`src/rtl/zle_pkg.sv`:
```
// Zero run-length codec: token-field constants and FSM encodings
// shared by the zle encoder and the zld decoder.
package zle_pkg;

  localparam int unsigned ZLE_DW    = 3;
  localparam int unsigned ZLE_FLAG  = ZLE_DW;
  localparam int unsigned ZLE_RUN_W = ZLE_DW;

  typedef enum logic {
    S_FETCH = 1'b0,
    S_RUN   = 1'b1
  } zle_state_e;

endpackage

```
`src/rtl/zld_xc_fsm.sv`:
```
// Zero run-length decoder control: token acceptance, run counter,
// back-pressure and output-register load enables.
module zld_xc_fsm
  import zle_pkg::*;
#(
  parameter int unsigned DW = ZLE_DW
) (
  input  logic          clk_i,
  input  logic          rst_ni,
  input  logic          run_i,
  input  logic [DW-1:0] len_i,
  input  logic          valid_i,
  input  logic          free_i,
  output logic          busy_o,
  output logic          ld_o,
  output logic          lit_o,
  output logic          clr_o
);

  zle_state_e    state_q, state_d;
  logic [DW-1:0] cnt_q, cnt_d;
  logic          acc;

  assign busy_o = (state_q == S_RUN) | ~free_i;
  assign acc    = valid_i & ~busy_o;

  always_comb begin
    state_d = state_q;
    cnt_d   = cnt_q;
    ld_o    = 1'b0;
    lit_o   = 1'b0;
    clr_o   = 1'b0;
    unique case (state_q)
      S_FETCH: begin
        if (acc) begin
          ld_o  = 1'b1;
          lit_o = ~run_i;
          // a length field of 0 is a single zero: no owed zeros left
          if (run_i && len_i != '0) begin
            cnt_d   = len_i;
            state_d = S_RUN;
          end
        end else if (free_i) begin
          clr_o = 1'b1;
        end
      end
      S_RUN: begin
        if (free_i) begin
          ld_o  = 1'b1;
          cnt_d = cnt_q - DW'(1);
          if (cnt_q == DW'(1)) begin
            state_d = S_FETCH;
          end
        end
      end
    endcase
  end

  always_ff @(posedge clk_i) begin
    if (!rst_ni) begin
      state_q <= S_FETCH;
      cnt_q   <= '0;
    end else begin
      state_q <= state_d;
      cnt_q   <= cnt_d;
    end
  end

endmodule

```
`src/rtl/zld_xc.sv`:
```
// Zero run-length decoder: expands literal / zero-run tokens into
// one DW-bit sample per cycle behind a registered output stage.
module zld_xc
  import zle_pkg::*;
#(
  parameter int unsigned DW = ZLE_DW
) (
  input  logic          clock,
  input  logic          reset,
  input  logic [DW:0]   i_d,
  input  logic          i_v,
  output logic          i_b,
  output logic [DW-1:0] o_d,
  output logic          o_v,
  input  logic          o_b
);

  logic [DW-1:0] o_d_q;
  logic          o_v_q;
  logic          free;
  logic          ld;
  logic          lit;
  logic          clr;

  assign free = ~o_v_q | ~o_b;
  assign o_d  = o_d_q;
  assign o_v  = o_v_q;

  zld_xc_fsm #(
    .DW(DW)
  ) u_fsm (
    .clk_i  (clock),
    .rst_ni (reset),
    .run_i  (i_d[DW]),
    .len_i  (i_d[DW-1:0]),
    .valid_i(i_v),
    .free_i (free),
    .busy_o (i_b),
    .ld_o   (ld),
    .lit_o  (lit),
    .clr_o  (clr)
  );

  always_ff @(posedge clock) begin
    if (!reset) begin
      o_v_q <= 1'b0;
      o_d_q <= '0;
    end else if (ld) begin
      o_v_q <= 1'b1;
      o_d_q <= lit ? i_d[DW-1:0] : '0;
    end else if (clr) begin
      o_v_q <= 1'b0;
    end
  end

endmodule

```
`config.mk`:
```
export PLATFORM = sky130hd
export DESIGN_NAME = zld_xc
export DESIGN_NICKNAME = d
export VERILOG_FILES = /design/src/rtl/zle_pkg.sv /design/src/rtl/zld_xc_fsm.sv /design/src/rtl/zld_xc.sv
export SDC_FILE = /design/constraint.sdc
export NUM_CORES = 1
export LEC_CHECK = 0
export CAP_MARGIN = 25
export CORE_AREA = 2 2 39 41
export CTS_CLUSTER_SIZE = 20
export DETAILED_ROUTE_END_ITERATION = 6
export DIE_AREA = 0 0 41 43
export MAX_ROUTING_LAYER = met4
export SLEW_MARGIN = 20
export SYNTH_ARGS = -nofsm -noshare
export SYNTH_HDL_FRONTEND = slang
export SYNTH_SLANG_ARGS = --single-unit
```
`constraint.sdc`:
```
create_clock -name clock -period 1.3 [get_ports clock]
set_input_delay 0.325 -clock clock [delete_from_list [all_inputs] [get_ports clock]]
set_output_delay 0.325 -clock clock [all_outputs]
set_load 0.1 [all_outputs]
```
After elaboration in Yosys (flattened, before gate mapping)

Cells that the tools add are included.

Input port bits: 8
Output and inout port bits: 5
Bits in registers: 8

Bitwise gates (word level): 9
Reduce and logical (&&, ||, !) cells: 4
Add/sub/neg operators: 1
Muxes and demuxes: 19
Equality and inequality tests: 4

Operator list:

| cell                  | count |
|---|---|
| $mux W1               | 12 |
| $mux W3               | 4 |
| $ne A2 B1 Y1 const B  | 3 |
| $not A1 Y1            | 6 |
| $pmux W3 S2           | 1 |
| $pmux W1 S2           | 2 |
| $eq A3 B1 Y1 const B  | 1 |
| $reduce_and A3 Y1     | 1 |
| $reduce_bool A3 Y1    | 1 |
| $sub A3 B1 Y3 const B | 1 |
| $or A1 B1 Y1          | 2 |
| $reduce_bool A2 Y1    | 1 |
| $and A1 B1 Y1         | 1 |
| $logic_and A1 B1 Y1   | 1 |

Longest topological paths before layout

Depth after elaboration: 10
Mapped depth: 5

Cells and area by module

A second synthesis with hierarchy kept.

Cells, all modules: 56
Area, all modules: 481.7 µm²

By module, submodules not included:

| module     | instances | cells an instance | area each (µm²) | sequential area each (µm²) |
|---|---|---|---|---|
| zld_xc_fsm | 1         | 40                | 331.6           | 80.1 |
| zld_xc     | 1         | 16                | 150.1           | 80.1 |

Worst setup path before layout

No wires, ideal clock.

Kind: reg2out
From: register o_v_q, in the netlist o_v
To: output port i_b
Path buffers: 0
Cell stages (with the launch flop): 3
Path slack: -0.921 ns
Arrival: 1.896 ns
Data required time: 0.975 ns
Path through: dfxtp_1 a21oi_1 inv_1

Word-level cells in the longest chain between the ends: 4

Ends and longest elaborated chain:

| element                | line             | text |
|---|---|---|
| from (decl)            | zld_xc.sv:19     | `logic o_v_q;` |
| from (signal assigned) | zld_xc.sv:46     | `o_v_q <= 1'b0;` |
| from (signal assigned) | zld_xc.sv:49     | `o_v_q <= 1'b1;` |
| from (signal assigned) | zld_xc.sv:52     | `o_v_q <= 1'b0;` |
| $not A1 Y1             | zld_xc.sv:25     | `assign free = ~o_v_q \| ~o_b;` |
| $or A1 B1 Y1           | zld_xc.sv:25     |  |
| $not A1 Y1             | zld_xc_fsm.sv:24 | `assign busy_o = (state_q == S_RUN) \| ~free_i;` |
| $or A1 B1 Y1           | zld_xc_fsm.sv:24 |  |
| to (decl)              | zld_xc.sv:12     | `output logic i_b,` |

No other way between the ends.

Worst setup path in the final report

Ends and elaborated chain as after synthesis.

==> impl_results.md <==
* Fillers at 130
* Routed via count at 451
* Fin crit period at 1.40 ns
* Number of synthesized register bits at 8
* CP Capture Type: primary output
* Hpwl dp at 855 µm
* DIE AREA at 1760 µm²
* CP cell instances: a21oi_4 -> clkinvlp_4 -> buf_12
* Crit path required time at 0.98 ns
* Worst-path clk slew at 0.06 ns
* Status: finished, violations left
* Endpoints failing setup at 1
* Clk root buf: clkbuf_4
* Post-Syn Area at 450 µm²
* Clock sink count at 8
* # rows at 14
* Routed WL per cell at between 10 and 15 µm
* GRT Total Usage at 0.172
* Drt drc at 0
* Placed Area at just under 700 µm²
* Initial antenna violation count at 0
* Max-cap check violation count at 0
* Slew Viols, Final at 0
* Maximum clock path buffer count at 2
* Cell taking the most area after synthesis: dfxtp_1
* Net Count, Synth at 59
* Crit-path leading delay family: flip-flops
* Port Buf Inserts at 12
* CP Launch Type: flop
* Final setup margin at -0.0979 ns
* Most frequent cell after synthesis: dfxtp_1
* Yosys warnings at 0
* Clk_skew at 0.0133 ns
* Post-Route WL at roughly 1.1 mm
* Top post-synthesis cells by area: dfxtp_1 (36%), nor2b_1 (6.9%), a32oi_1 (5.8%)
* Sequential share of the synthesized area at 0.356
* DR iter-0 viols at 3
* IO Pins at 13
* Gr ovfl total at 0
* Reg-to-reg critical path startpoint: o_v
* Ys async rst share at 0
* Vias in the first global route at 440
* Slowest cell on the critical path: dfxtp_4
* WP buf/inv at 2
* List of most frequent post-synthesis cells: dfxtp_1 (8), nor2b_1 (5), a32oi_1 (3), inv_1 (3), nand2_1 (3)
* Hold Path Class: in2reg
* Hold_buf cts at 0
* Tightest Pin Transition at 0.312 ns
* Largest net degree at the start of global routing at 10
* Area grow syn2layout at 69.4%
* Leakage Power at 0.324 nW
* Top-area cell type share of the netlist area at 0.356
* Mapped Avg Cell Area at 9.19 µm²
* Post-synth top flop: dfxtp_1
* Post-synth cell types at 28
* CP max stage delay at 0.35 ns
* Die Ht at 43 µm
* VDD IR max at about 0.54 mV
* H-tree depth at 1
* Critical Path Fanout Max at 2
* Die Wd at 41 µm
* Core area at between 1000 and 1500 µm²
* Failing checks: setup timing
* Placer Congestion at 0.735
* CTS tree: yes
* Final #Nets at 83
* Cell count after synthesis at 49
* Number of synthesized flops with an enable pin at 0
* CTS Buf Count at 3
* Hold_sp: i_v
* Final instance area at between 700 and 800 µm²
* First-pass GRT wire length at 1.93 mm
* Proportion of layout cells with a drive suffix above 1 at 0.375
* Power Dens Cells at 982 nW/µm²
* Avg Vias per Cell at 5.13
* Final Hold Vio Count at 0
* Arr. time, crit path at 1.07 ns
* Final ANT Viol Nets at 0
* Clock latency at the later pin of the worst-skew pair at 0.26 ns
* Ratio of final minimum period to clock period at 1.08
* WHS at 0.427 ns
* RSZ-0062 raised after global routing: yes
* Initial DRT Pass Iterations at 3
* Highest clock rate at 715 MHz
* Diodes inserted at 0
* Relative slew margins at 0.789
* Setup CP Type: reg2out
* CP startpoint: o_v
* Starting Density at 0.325
## cell type report
| cell class | count | area [µm²] | area share |
|---|---|---|---|
| Sequential cell | 8 | 168 | 0.220 |
| Timing Repair Buffer | 21 | 246 | 0.323 |
| Clock buffer | 4 | 26.3 | 0.0344 |
| Inverter | 3 | 15.0 | 0.0197 |
| Tap cell | 16 | 20.0 | 0.0262 |
| Multi-Input combinational cell | 36 | 288 | 0.377 |
## cell families after synthesis
family / count (synthesis) / share of synthesized area
AO/OA/AOI/OAI: 17 / 0.303
AND/OR/NAND/NOR: 16 / 0.214
adder cells (fa/ha/maj): 2 / 0.0555
flip-flops: 8 / 0.356
buffers and inverters: 5 / 0.0500
multiplexers: 1 / 0.0222
## layer usage
metal | part of all wire | up-vias | global-route usage
met2 | 0.49 | 6 | 0.241
met3 | 0.027 | 2 | 0.0785
met4 | 0.013 | 0 | 0.0600
met5 | 0 | - | -
li1 | - | 232 | -
met1 | 0.47 | 211 | 0.214
## sequential cells by signal, indices dropped and copies added (netlist names)
signal         count
u_fsm.cnt_q        3
u_fsm.state_q      1
o_v                1
o_d                3
## tightest hold or removal path, cell delays in order
cell and delay, ns:
dlymetal6s2s_1 0.12, buf_6 0.12, o21a_1 0.10
## worst paths after layout
path         cells past startpoint  slack [ns]        endpoint
max                              3        -0.1             i_b
min                              3        0.43             o_v
min reg2reg                      2        0.46  u_fsm.cnt_q[1]
max reg2reg                      4        0.10  u_fsm.cnt_q[0]
## through the flow
stage	total power, mW	setup slack [ns]	instances	setup TNS (ns)	util
after floorplan	0.431	-0.230	49	-0.354	-
after global placement	0.536	-0.383	81	-2.39	0.501
after detailed placement	0.537	-0.388	81	-2.47	0.501
after CTS	0.754	-0.124	87	-0.124	0.535
after global routing	0.792	-0.140	88	-0.141	0.552
final	0.750	-0.0979	88	-0.0979	0.552
## power by group
part	internal [mW]	total, mW	switching, mW
clock	0.117	0.203	0.0854
sequential	0.262	0.276	0.0133
combinational	0.124	0.271	0.147
total	0.504	0.750	0.245
## cell usage in the layout (no fill, tap or decap), drive strengths merged, types with 2 or more instances in the layout
cell and count:
nand2 3, dfxtp 8, and2 2, clkdlybuf4s50 2, o211ai 2, o311ai 2
a32oi 3, ha 2, dlymetal6s2s 4, buf 14, nor2b 5, nor3 2
clkbuf 5, inv 2
## what timing repair did
item	4_1_cts	5_1_grt
buffers inserted	2	1
resized for setup	4	10
pin swaps	1	5
endpoints found under the hold margin	0	0
cloned	0	0
setup endpoints to repair	4	7
(Power assumes the default switching activity.)
